--- src/rtl/time_entry_encoder.sv ---
// -----------------------------------------------------------------------------
// time_entry_encoder
//
// Purpose: debounces a microwave-style keypad and turns accepted key presses
// into a three-digit BCD cook time (M:SS). Digits shift in from the right,
// CLEAR zeroes the entry, and START either launches a cook run (one-clock
// start pulse, then the entry clears) or is rejected with a one-clock err
// pulse when the seconds are invalid or the entry is empty.
//
// Parameter:
//   STABLE_CYCLES  clocks a key must stay stable before it is accepted (1-255)
//
// Ports:
//   clk        in   rising-edge clock
//   reset      in   asynchronous, active-high reset
//   key_valid  in   high while a key is pressed
//   key_code   in   [3:0] 0-9 digit, 10 CLEAR, 11 START, 12-15 unused
//   min        out  [3:0] minutes digit (registered BCD)
//   sec_tens   out  [3:0] tens-of-seconds digit (registered BCD)
//   sec_ones   out  [3:0] ones-of-seconds digit (registered BCD)
//   start      out  one-clock cook-run request
//   err        out  one-clock pulse on a rejected START
//   digit_cnt  out  [1:0] digits entered so far (0-3)
//
// Optional feature macro: ADD30_QUICKSTART_EN
//   When defined, START on an empty entry loads 0:30 and launches instead of
//   raising err.
// -----------------------------------------------------------------------------
module time_entry_encoder #(
  parameter int unsigned STABLE_CYCLES = 4
) (
  input  logic       clk,
  input  logic       reset,
  input  logic       key_valid,
  input  logic [3:0] key_code,
  output logic [3:0] min,
  output logic [3:0] sec_tens,
  output logic [3:0] sec_ones,
  output logic       start,
  output logic       err,
  output logic [1:0] digit_cnt
);

  typedef enum logic [1:0] {
    IDLE         = 2'd0,
    DEBOUNCE     = 2'd1,
    WAIT_RELEASE = 2'd2
  } state_e;

  // The counter is loaded with 1 on the first sampled clock, so a key is
  // accepted on the clock whose increment would bring it to STABLE_CYCLES.
  localparam logic [7:0] STABLE_LAST = 8'(STABLE_CYCLES - 32'd1);

  localparam logic [3:0] KEY_CLEAR = 4'd10;
  localparam logic [3:0] KEY_START = 4'd11;

  state_e     state_q, state_d;
  logic [3:0] key_q, key_d;
  logic [7:0] cnt_q, cnt_d;
  logic       accept_s;

  logic [3:0] min_q, min_d;
  logic [3:0] tens_q, tens_d;
  logic [3:0] ones_q, ones_d;
  logic [1:0] dcnt_q, dcnt_d;
  logic       start_q, start_d;
  logic       err_q, err_d;

  function automatic logic all_zero(input logic [3:0] m, input logic [3:0] t,
                                    input logic [3:0] o);
    return (m == 4'd0) && (t == 4'd0) && (o == 4'd0);
  endfunction

  // Debounce state machine: next state, latched key, stability counter.
  always_comb begin
    state_d  = state_q;
    key_d    = key_q;
    cnt_d    = cnt_q;
    accept_s = 1'b0;
    case (state_q)
      IDLE: begin
        if (key_valid) begin
          key_d   = key_code;
          cnt_d   = 8'd1;
          state_d = DEBOUNCE;
        end else begin
          cnt_d = 8'd0;
        end
      end
      DEBOUNCE: begin
        if (key_valid && (key_code == key_q)) begin
          // Saturate rather than wrap.
          if (cnt_q != 8'hFF) begin
            cnt_d = cnt_q + 8'd1;
          end else begin
            cnt_d = cnt_q;
          end
          if (cnt_q >= STABLE_LAST) begin
            accept_s = 1'b1;
            state_d  = WAIT_RELEASE;
          end else begin
            state_d = DEBOUNCE;
          end
        end else begin
          cnt_d   = 8'd0;
          state_d = IDLE;
        end
      end
      WAIT_RELEASE: begin
        if (!key_valid) begin
          cnt_d   = 8'd0;
          state_d = IDLE;
        end else begin
          state_d = WAIT_RELEASE;
        end
      end
      default: begin
        cnt_d   = 8'd0;
        state_d = IDLE;
      end
    endcase
  end

  // Entry datapath: act on an accepted key, or clear after a start pulse.
  always_comb begin
    min_d   = min_q;
    tens_d  = tens_q;
    ones_d  = ones_q;
    dcnt_d  = dcnt_q;
    start_d = 1'b0;
    err_d   = 1'b0;
    if (start_q) begin
      // The clock showing the start pulse carries the launched time; the
      // entry empties on the following edge.
      min_d  = 4'd0;
      tens_d = 4'd0;
      ones_d = 4'd0;
      dcnt_d = 2'd0;
    end else if (accept_s) begin
      case (key_q)
        KEY_CLEAR: begin
          min_d  = 4'd0;
          tens_d = 4'd0;
          ones_d = 4'd0;
          dcnt_d = 2'd0;
        end
        KEY_START: begin
          if (tens_q > 4'd5) begin
            err_d = 1'b1;
          end else if (all_zero(min_q, tens_q, ones_q)) begin
`ifdef ADD30_QUICKSTART_EN
            tens_d  = 4'd3;
            start_d = 1'b1;
`else
            err_d = 1'b1;
`endif
          end else begin
            start_d = 1'b1;
          end
        end
        default: begin
          // Digits shift in from the right; a fourth digit and codes 12-15
          // leave the entry untouched.
          if ((key_q <= 4'd9) && (dcnt_q != 2'd3)) begin
            min_d  = tens_q;
            tens_d = ones_q;
            ones_d = key_q;
            dcnt_d = dcnt_q + 2'd1;
          end else begin
            dcnt_d = dcnt_q;
          end
        end
      endcase
    end else begin
      dcnt_d = dcnt_q;
    end
  end

  // State and datapath registers with asynchronous reset.
  always_ff @(posedge clk or posedge reset) begin
    if (reset) begin
      state_q <= IDLE;
      key_q   <= 4'd0;
      cnt_q   <= 8'd0;
      min_q   <= 4'd0;
      tens_q  <= 4'd0;
      ones_q  <= 4'd0;
      dcnt_q  <= 2'd0;
      start_q <= 1'b0;
      err_q   <= 1'b0;
    end else begin
      state_q <= state_d;
      key_q   <= key_d;
      cnt_q   <= cnt_d;
      min_q   <= min_d;
      tens_q  <= tens_d;
      ones_q  <= ones_d;
      dcnt_q  <= dcnt_d;
      start_q <= start_d;
      err_q   <= err_d;
    end
  end

  assign min       = min_q;
  assign sec_tens  = tens_q;
  assign sec_ones  = ones_q;
  assign digit_cnt = dcnt_q;
  assign start     = start_q;
  assign err       = err_q;

endmodule
--- config.mk ---
export PLATFORM = sky130hd
export DESIGN_NAME = time_entry_encoder
export DESIGN_NICKNAME = d
export VERILOG_FILES = /design/src/rtl/time_entry_encoder.sv
export SDC_FILE = /design/constraint.sdc
export NUM_CORES = 1
export LEC_CHECK = 0
export CAP_MARGIN = 15
export CORE_UTILIZATION = 35
export CTS_BUF_LIST = sky130_fd_sc_hd__clkbuf_2 sky130_fd_sc_hd__clkbuf_4 sky130_fd_sc_hd__clkbuf_8
export DETAILED_ROUTE_END_ITERATION = 10
export SLEW_MARGIN = 20
export SYNTH_ARGS = -nofsm -noshare
export SYNTH_HDL_FRONTEND = slang
export SYNTH_SLANG_ARGS = --single-unit
--- constraint.sdc ---
create_clock -name clk -period 4 [get_ports clk]
set_input_delay 1 -clock clk [delete_from_list [all_inputs] [get_ports clk]]
set_output_delay 1 -clock clk [all_outputs]
set_load 0.05 [all_outputs]
# Word level (Yosys, flattened, before mapping)
# Index checks and enable logic that the tools add are counted.
[classes]
eq_ne = 11
n_reduce_logical = 13
muxes = 39
order_cmp = 3
addsub = 2
[op_table]
columns = ["operator", "count"]
rows = [
  ["two-way mux 4 bit", 9],
  ["two-way mux 8 bit", 3],
  ["case mux 4 bit (2 select lines)", 3],
  ["case mux 8 bit (3 select lines)", 1],
  ["two-way mux 1 bit", 14],
  ["two-way mux 2 bit", 7],
  ["logical NOT 4 bit", 3],
  ["adder 8 x 1 -> 8 bit (second input constant)", 1],
  ["equality test 4 bit (second input constant)", 2],
  [">= comparator 8 x 2 -> 1 bit (second input constant)", 1],
  ["inequality test 2 bit (second input constant)", 4],
  ["inequality test 8 bit (second input constant)", 1],
  ["case mux 2 bit (3 select lines)", 1],
  ["equality test 4 bit", 1],
  ["> comparator 4 x 3 -> 1 bit (second input constant)", 1],
  ["<= comparator 4 bit (second input constant)", 1],
  ["logical AND 1 bit", 4],
  ["case mux 2 bit (2 select lines)", 1],
  ["AND reduction 2 bit", 2],
  ["inequality test 3 bit (second input constant)", 1],
  ["AND reduction 3 bit", 1],
  ["nonzero test 3 bit", 1],
  ["adder 2 x 1 -> 2 bit (second input constant)", 1],
  ["equality test 2 x 1 -> 1 bit (second input constant)", 1],
  ["other kinds (3)", 3],
]
[word_totals]
inputBits = 7
out_inout_bits = 16
elab_cells = 77
register_bits = 30

# Logic depth before layout (Yosys ltp)
[logic_depth]
ltp_word = 8
mapped_depth = 6
mapped_depth_nobuf = 5

# Worst setup path after synthesis
# Ideal clock, no wire load.
[synth_timing]
kind = "input to register"
start = "input port key_code[0]"
end = "register dcnt_q[0], in the netlist digit_cnt[0]"
setup_ns = 0.125
path_buffers = 0
slack_ns = 1.590
arrival_time_ns = 2.286
cell_stages = 4
required_time_ns = 3.875
cell_sequence = "xnor2_1 > nand4_1 > nor4_4 > mux2_2"
[synth_between]
elab_chain_len = 6
[synth_rtl]
columns = ["item", "line", "text"]
rows = [
  ["start: declaration", "35", "input logic [3:0] key_code,"],
  ["equality test 4 bit", "91", "if (key_valid && (key_code == key_q)) begin"],
  ["logical AND 1 bit", "91", ""],
  ["two-way mux 1 bit", "91", ""],
  ["two-way mux 1 bit", "80", "case (state_q)"],
  ["nonzero test 2 bit (no source line)", "-", ""],
  ["AND reduction 3 bit (no source line)", "-", ""],
  ["end signal: assignment", "198", "dcnt_q <= dcnt_d;"],
  ["end: declaration", "65", "logic [1:0] dcnt_q, dcnt_d;"],
]
# Every way passes these cells.
# A chain may end at the register's enable or synchronous reset.

# Worst setup path after layout
[layout_timing]
start = "register start_q, in the netlist start"
end = "output port start"
[layout_rtl]
columns = ["item", "line", "text"]
rows = [
  ["start: declaration", "66", "logic start_q, start_d;"],
  ["start signal: assignment", "199", "start_q <= start_d;"],
  ["end: declaration", "39", "output logic start,"],
]
# No word-level cell between the ends.

==> metrics <==
status=completed; Final Skew=0.0107 ns; CP max stage delay=0.90 ns; Design Power=0.692 mW; Synth warnings=0; FILL cells=446; fmax=0.352 GHz; Final nets=196; routability congestion estimate=0.811; area grow syn2layout=20.6%; hold buffer count at CTS=0; relative slew slack=0.521; count of cell types in the netlist=41; initial antenna violation count=0; Worst EP required=3.00 ns; CTS root buf=clkbuf_8; layout cells sized above 1=0.154; Overall Global Routing Usage=0.173; row count=25; WP data arrival=1.84 ns; Placeable Area=4690 µm²; Setup TNS=0 ns; largest net degree at the start of global routing=31; Synth Area in XOR/XNOR=0.0205; Clock transition at path regs=0.06 ns; syn nets=172; Post-CTS Setup Inserts=0; die area=5160 µm²; Min Hold Slack=0.571 ns; Fin. Hold Viols=0; DRC Markers=0; Period minus WS final=2.84 ns; via count=1370; register area share after synthesis=0.440; adder-cell share of the synthesized area=0.0147; main combinational cell family by area after synthesis=simple AND/OR/NAND/NOR gates; Mapped Cells=163; Worst path slowest cell=clkdlybuf4s50_1; Initial Util=0.363; most common cell after layout, fill and taps aside=dfrtp_1; DR pass1 iterations=4; Die W=71.8 µm; final core occ=0.438; CTS tree=yes; post-cts resize count=0; cell breakdown of the critical path=clkdlybuf4s50_1; CP max FO=19; most used flip-flop cell after synthesis=dfrtp_1; DRT iter0 DRCs=140; mux cell area share after synthesis=0.109; Skew-Pair Late Insertion Delay=0.29 ns; Buf/Inv on CP=1; Tcrit/Tclk final=0.711; Critical Path Start Type=register; CTS sink cnt=30; register bit total from synthesis=30; critical path class=register to output pin; Ports=23; wire length per cell=15.9 µm; Max IR drop VDD=0.214 mV; Final ANT Viol Nets=0; P_leak=0.850 nW; total global routing overflow=0; total CTS buffers=5; die height=71.8 µm; Port Buffers=22; PwrDens=336 nW/µm²; Post-synth EDFFs=0; CP Capture Type=output pin; Routed Wire Length=3850 µm; CTS max path bufs=2; Inserted Diodes=0; Vias/cell=5.66; Mapped Area=1710 µm²; final setup vio count=0; Crit path max-delay family=buffers and inverters; Synth Area in Simple Gates=0.258; maxcap violations=0; first-pass GRT wire length=6840 µm; RSZ-0062 raised after global routing=no; Synth async-reset ratio=1.00; Avg Cell Area, Syn=10.5 µm²; vias in the first global route=1437; DP Wirelength=2650 µm; Hold Path Class=register to register; measured slew at the worst slew-check pin=0.716 ns; CTS H-tree depth=2; Final Max Slew Viols=0; most frequent cells in the layout=dfrtp_1 (30), clkdlybuf4s50_1 (22), nand2_1 (17); Synth Area in Compound Gates=0.119
path summary, 6_finish.rpt:
kind | from | cells after the start | endpoint | slack (ns)
min | min[2] | 2 | min[2] | 0.57
min reg2reg | min[2] | 2 | min[2] | 0.57
max in group asynchronous | reset | 2 | sec_ones[3] | 2.46
min in group asynchronous | reset | 2 | sec_tens[2] | 1.12
max reg2reg | cnt_q[0] | 6 | sec_tens[2] | 1.92
max | start | 1 | start | 1.16
metrics by stage:
step	std cells	cell area [µm²]	setup WS, ns
2_1_floorplan	163	1710	1.59
5_1_grt	242	2060	1.03
3_3_place_gp	234	1960	1.01
3_5_place_dp	234	1960	0.903
4_1_cts	242	2060	1.13
6_report	242	2060	1.16
cells in the mapped netlist, types with 2 or more instances:
master | n | area (µm²)
dfrtp_1 | 30 | 751
nand2_1 | 17 | 63.8
mux2i_1 | 13 | 130
or2b_2 | 8 | 70.1
inv_1 | 7 | 26.3
a41oi_1 | 6 | 52.6
nor4_1 | 6 | 37.5
mux2_2 | 5 | 56.3
nand2b_1 | 5 | 31.3
nand3_1 | 5 | 25.0
nor3_1 | 5 | 25.0
and3_1 | 4 | 25.0
clkbuf_1 | 4 | 15.0
nor2_1 | 4 | 15.0
xnor2_1 | 4 | 35.0
nand4_1 | 3 | 18.8
o21bai_1 | 3 | 22.5
or2b_1 | 3 | 22.5
or3_1 | 3 | 18.8
a21oi_1 | 2 | 10.0
a41o_1 | 2 | 20.0
ha_1 | 2 | 25.0
nor4_4 | 2 | 42.5
o2111ai_1 | 2 | 17.5
o21ai_0 | 2 | 10.0
per-layer routing:
layer | part of all wire | GRT usage | up-vias
met5 | 0 | 0 | -
li1 | - | - | 659
met2 | 0.50 | 0.288 | 47
met1 | 0.44 | 0.213 | 660
met3 | 0.054 | 0.0549 | 4
met4 | 0.0044 | 0.0588 | 0
cell type report:
cell class	instances	area, µm²	share of cell area
inverter	7	26.3	0.0128
multi-input combinational	120	890	0.432
clock inverter	1	5.00	0.00243
sequential	30	751	0.365
tap	54	67.6	0.0328
clock buffer	7	90.1	0.0438
timing repair buffer	23	228	0.111
power breakdown:
group	total (mW)	switching [mW]	internal, mW
combinational	0.0978	0.0554	0.0424
clock	0.259	0.113	0.145
sequential	0.335	0.0197	0.315
sequential cells by signal (all words and copies together) (netlist names):
signal	cells
key_q	4
cnt_q	8
start	1
err	1
digit_cnt	2
sec_tens	4
sec_ones	4
min	4
state_q	2
logic make-up after synthesis:
kind of cell    Yosys count
fa+ha+maj                 2
flops                    30
buf+inv                  13
mux                      18
xor+xnor                  4
simple gates             70
compound gates           26
Note: power is estimated with default switching activity, not from simulation.
